`config.mk`:
```
export PLATFORM = sky130hd
export DESIGN_NAME = hex_word_tx_framer_flat
export DESIGN_NICKNAME = d
export VERILOG_FILES = /design/src/rtl/hex_word_tx_framer_if.sv /design/src/rtl/hex_word_tx_framer.sv /design/src/flat_wrapper.sv
export SDC_FILE = /design/constraint.sdc
export NUM_CORES = 1
export LEC_CHECK = 0
export BUFFER_PORTS_ARGS = -buffer_cell sky130_fd_sc_hd__buf_2
export CAP_MARGIN = 20
export CORE_MARGIN = 2
export CORE_UTILIZATION = 49
export CTS_CLUSTER_SIZE = 40
export DETAILED_ROUTE_END_ITERATION = 10
export PLACE_DENSITY = 0.75
export SLEW_MARGIN = 5
export SYNTH_ARGS = -nofsm -noshare
export SYNTH_HDL_FRONTEND = slang
export SYNTH_SLANG_ARGS = --single-unit
```
`constraint.sdc`:
```
create_clock -name clk -period 2.5 [get_ports clk]
set_input_delay 0.625 -clock clk [delete_from_list [all_inputs] [get_ports clk]]
set_output_delay 0.625 -clock clk [all_outputs]
set_load 0.02 [all_outputs]
```
`src/rtl/hex_word_tx_framer_if.sv`:
```
// Handshake bundle between a word producer, the hex framer and the UART TX.
// master: producer/UART side (drives the word, samples the byte stream).
// slave : framer side.
interface hex_word_tx_framer_if #(
    parameter int DATA_WIDTH = 16
);
    logic [DATA_WIDTH-1:0] word_in;
    logic                  word_valid;
    logic                  word_ready;
    logic [7:0]            tx_data;
    logic                  tx_valid;
    logic                  tx_ready;
    logic                  busy;

    modport master (
        output word_in, word_valid, tx_ready,
        input  word_ready, tx_data, tx_valid, busy
    );

    modport slave (
        input  word_in, word_valid, tx_ready,
        output word_ready, tx_data, tx_valid, busy
    );
endinterface

```
`src/rtl/hex_word_tx_framer.sv`:
```
// Converts a binary word into uppercase ASCII hex characters (MS nibble
// first), optionally followed by CR/LF, and streams them one byte at a time
// over a valid/ready link to the UART transmitter. All outputs are registered.
module hex_word_tx_framer #(
    parameter int DATA_WIDTH = 16,
    parameter bit SEND_CRLF  = 1'b1
) (
    input  logic                 clk,
    input  logic                 rst,
    hex_word_tx_framer_if.slave  bus
);
    localparam int NIBBLES = DATA_WIDTH / 4;
    localparam int CW      = (NIBBLES > 1) ? $clog2(NIBBLES) : 1;

    // Reject widths that do not split evenly into nibbles.
    generate
        if ((DATA_WIDTH % 4) != 0 || DATA_WIDTH < 4) begin : g_bad_width
            $error("hex_word_tx_framer: DATA_WIDTH must be a multiple of 4 and >= 4");
        end
    endgenerate

    typedef enum logic [1:0] {IDLE, HEX, CR, LF} state_t;

    state_t                state;
    logic [CW-1:0]         cnt;
    logic [DATA_WIDTH-1:0] word_q;
    logic [7:0]            tx_data_q;
    logic                  tx_valid_q;
    logic                  word_ready_q;

    function automatic logic [7:0] hex_ascii(input logic [3:0] n);
        return (n < 4'd10) ? (8'h30 + {4'h0, n}) : (8'h37 + {4'h0, n});
    endfunction

    function automatic logic [3:0] nib_at(input logic [DATA_WIDTH-1:0] w,
                                          input logic [CW-1:0] i);
        logic [DATA_WIDTH-1:0] s;
        s = w >> {i, 2'b00};
        return s[3:0];
    endfunction

    wire xfer = tx_valid_q && bus.tx_ready;

    // Frame sequencer: accepts a word in IDLE, then walks the nibbles down
    // to zero, then the optional CR/LF trailer; each step waits for a transfer
    // so the presented byte is held stable under backpressure.
    always_ff @(posedge clk) begin
        if (rst) begin
            state        <= IDLE;
            cnt          <= '0;
            word_q       <= '0;
            tx_data_q    <= 8'h00;
            tx_valid_q   <= 1'b0;
            word_ready_q <= 1'b1;
        end else begin
            case (state)
                IDLE: begin
                    if (bus.word_valid) begin
                        word_q       <= bus.word_in;
                        cnt          <= CW'(NIBBLES - 1);
                        tx_data_q    <= hex_ascii(bus.word_in[DATA_WIDTH-1 -: 4]);
                        tx_valid_q   <= 1'b1;
                        word_ready_q <= 1'b0;
                        state        <= HEX;
                    end
                end
                HEX: begin
                    if (xfer) begin
                        if (cnt != '0) begin
                            cnt       <= cnt - CW'(1);
                            tx_data_q <= hex_ascii(nib_at(word_q, cnt - CW'(1)));
                        end else if (SEND_CRLF) begin
                            tx_data_q <= 8'h0D;
                            state     <= CR;
                        end else begin
                            tx_valid_q   <= 1'b0;
                            word_ready_q <= 1'b1;
                            state        <= IDLE;
                        end
                    end
                end
                CR: begin
                    if (xfer) begin
                        tx_data_q <= 8'h0A;
                        state     <= LF;
                    end
                end
                LF: begin
                    if (xfer) begin
                        tx_valid_q   <= 1'b0;
                        word_ready_q <= 1'b1;
                        state        <= IDLE;
                    end
                end
                default: begin
                    tx_valid_q   <= 1'b0;
                    word_ready_q <= 1'b1;
                    state        <= IDLE;
                end
            endcase
        end
    end

    assign bus.tx_data    = tx_data_q;
    assign bus.tx_valid   = tx_valid_q;
    assign bus.word_ready = word_ready_q;
    assign bus.busy       = ~word_ready_q;
endmodule

```
`src/flat_wrapper.sv`:
```
// flat-port wrapper written by rule: the top's interface ports become plain ports
module hex_word_tx_framer_flat 
#(
    parameter int DATA_WIDTH = 16,
    parameter bit SEND_CRLF  = 1'b1
)
  (clk, rst, bus_word_in, bus_word_valid, bus_tx_ready, bus_word_ready, bus_tx_data, bus_tx_valid, bus_busy);
  hex_word_tx_framer_if #(.DATA_WIDTH(DATA_WIDTH)) bus_i ();
  input  logic clk;
  input  logic rst;
  input wire logic [$bits(bus_i.word_in)-1:0] bus_word_in;
  input wire logic [$bits(bus_i.word_valid)-1:0] bus_word_valid;
  input wire logic [$bits(bus_i.tx_ready)-1:0] bus_tx_ready;
  output wire logic [$bits(bus_i.word_ready)-1:0] bus_word_ready;
  output wire logic [$bits(bus_i.tx_data)-1:0] bus_tx_data;
  output wire logic [$bits(bus_i.tx_valid)-1:0] bus_tx_valid;
  output wire logic [$bits(bus_i.busy)-1:0] bus_busy;
  assign bus_i.word_in = bus_word_in;
  assign bus_i.word_valid = bus_word_valid;
  assign bus_i.tx_ready = bus_tx_ready;
  assign bus_word_ready = bus_i.word_ready;
  assign bus_tx_data = bus_i.tx_data;
  assign bus_tx_valid = bus_i.tx_valid;
  assign bus_busy = bus_i.busy;
  hex_word_tx_framer #(.DATA_WIDTH(DATA_WIDTH), .SEND_CRLF(SEND_CRLF)) u_core (.clk(clk), .rst(rst), .bus(bus_i));
endmodule
```
==> impl_metrics.yaml <==
routing:
  drc: 0
  routedWlPerCell_um: 12.09
  initialDrtViolationCount: 47
  wirelength_um: 3217
  ant_nets: 0
  avgViaCountPerCell: 5.398
  drtPass1Iterations: 4
  vias: 1436
placed_design:
  port_buffers: 29
  place_ws_ns: 0.1720
  placed_cells: 257
  detailed_place_hpwl_um: 2331
  place.gp.congestion: 0.8531
cells_and_area:
  fin_nets: 248
  drive_above_1_share_pct: 20.27
  diodes: 0
  fin_cells: 266
  syn2layout_area_growth_pct: 17.42
  utilization_pct: 60.17
clock_network:
  cts_tree: "done"
  clk_pin_slew_ns: 0.09
  cts_resized: 0
  h-tree-depth: 2
  cts_sinks: 29
  cts_root_buf: "clkbuf_4"
  cts.path.max_buffers: 2
  numCtsBuffers: 5
  clk-insertion-delay-late_ns: 0.34
floorplan:
  die_w_um: 60.27
  die_area_mm2: 0.003632
  die_h_um: 60.27
  start_util_pct: 51.24
  row_count: 20
  io_pins: 31
  core_mm2: 0.003028
timing:
  period_share_pct: 93.72
  tightestPinTransition_ns: 0.5845
  min_period_ns: 2.343
  slew_headroom_pct: 61.03
  maxSlewViolCount: 0
  skew_ns: 0.004939
  setup_viol: 0
  worst_slack_ns: 0.1570
  rsz0062_at_grt: "no"
  finalHoldViolations: 0
  finalSetupTns_ns: 0
  clock.fmax_mhz: 426.8
run:
  maxCapViolations: 0
synth:
  synth.net_count: 218
  synth_edf_count: 0
  netlist_area_mm2: 0.001551
  synth_top_area_cell: "dfxtp_1"
  yosysMostFrequentCell: "nand2_1"
  synth_area_leaders: "dfxtp_1, nand2_1, a21oi_1, ha_1, mux4_1"
  ys_warn_count: 0
  yosys.area.top_type_share_pct: 37.42
  ys.flop_type: "dfxtp_1"
  ys_ff_latch: 29
  avgSynthCellArea_um2: 8.123
  synth.distinct_cells: 40
  synth_cells: 191
  synth_seq_area_share_pct: 37.42
  synth_common_cells: "nand2_1, dfxtp_1, a21oi_1"
  async_reset_ff_share_pct: 0
worst_setup_path:
  crit_required_ns: 2.77
  r2r-end: "u_core.bus.tx_data[4]"
  rrSetupSlack_ns: 0.16
  start_kind: "flop"
  reg2reg_depth: 9
  crit_type: "flop to flop"
  crit_fanout: 5
  setup.worst_path.end: "u_core.bus.tx_data[4]"
  end_kind: "flop"
  cp.arrival_ns: 2.61
  r2r-start: "u_core.cnt[0]"
  critPathLaunch: "u_core.cnt[0]"
global_route:
  grt_max_degree: 30
  antenna_found_initial: 0
  grt_pass1_wl_um: 5388
  gr-total-overflow: 0
  track_usage_pct: 20.43
  first_global_vias: 1256
power:
  ir_drop_mv: 0.4214
  p_per_area_mw_per_mm2: 1270
  finalPower_uw: 2313
  leakage_uw: 0.0007713
min_path:
  hold_path_class: "flop to flop"
status:
  outcome: "finished, final reports clean"
## layer usage
metal	vias up	wire length (um)	track usage, %
met5	-	0	0
li1	729	-	-
met1	662	1485	24.44
met2	41	1507	32.61
met4	0	32	8.571
met3	4	192	7.792
## layout by cell type, fill, tap and decap left out, drive strengths merged, types with 5 or more instances in the layout
master,netlist,layout
o21ai,5,5
ha,7,7
a21oi,26,26
buf,3,34
nand2,40,40
inv,10,10
dfxtp,29,29
clkbuf,8,7
a211oi,7,7
nor2,17,17
## cells by family after synthesis
family,Yosys count,synth area share [%]
and+or+nand+nor,72,20.56
AOI/OAI and AO/OA,53,21.29
DFF,29,37.42
buffers and inverters,21,5.807
adders and majority gates,7,5.645
muxes,6,7.903
xor gates and xnor gates,2,1.129
other,1,0.2417
## worst max-delay path, cell delays in order, from the launching register on
cell and delay [ns]:
dfxtp_1 0.33, inv_1 0.05, ha_1 0.36, mux4_2 0.37, inv_1 0.08, ha_1 0.21
nor2b_4 0.05, o21a_1 0.17, or4b_1 0.49, a21oi_1 0.15
## power by group
| group | switching, uW | internal (uW) |
|---|---|---|
| sequential | 77.1 | 596 |
| clock | 165 | 239 |
| combinational | 736 | 501 |
| total | 978 | 1340 |
## layout make-up
class / count / area [um^2]
tap: 44 / 55.05
clock inverter: 1 / 30.03
sequential: 29 / 580.6
timing repair buffer: 34 / 182.7
inverter: 10 / 37.54
clock buffer: 7 / 55.05
multi-input combinational: 141 / 880.8
fill: 269 / 1206
## timing repair
| action | 4_1_cts | 5_1_grt |
|---|---|---|
| hold buffers | 0 | 0 |
| buffers inserted | 0 | 1 |
| endpoints found under the setup margin | 0 | 1 |
## worst min path at each step
| stage | slack, ns | startpoint | depth (start not counted) | end |
|---|---|---|---|---|
| after floorplan | 0.43 | u_core.word_q[10] | 2 | u_core.word_q[10] |
| after global placement | 0.44 | u_core.word_q[11] | 2 | u_core.word_q[11] |
| after detailed placement | 0.45 | u_core.word_q[13] | 2 | u_core.word_q[13] |
| after CTS | 0.46 | u_core.word_q[13] | 2 | u_core.word_q[13] |
| after global routing | 0.49 | u_core.word_q[14] | 2 | u_core.word_q[14] |
| final | 0.46 | u_core.word_q[13] | 2 | u_core.word_q[13] |
## registers in the layout (all words and copies together) (netlist names)
name                   cells
u_core.state               2
u_core.bus.word_ready      1
u_core.word_q             16
u_core.cnt                 2
u_core.bus.tx_valid        1
u_core.bus.tx_data         7
## per-stage QoR
step | hold slack, ns | cell area [um^2]
finish | 0.4588 | 1822
global route | 0.4856 | 1822
CTS | 0.4591 | 1814
detailed placement | 0.4467 | 1729
global placement | 0.4394 | 1729
floorplan | 0.4315 | 1551
(Power assumes the default switching activity.)
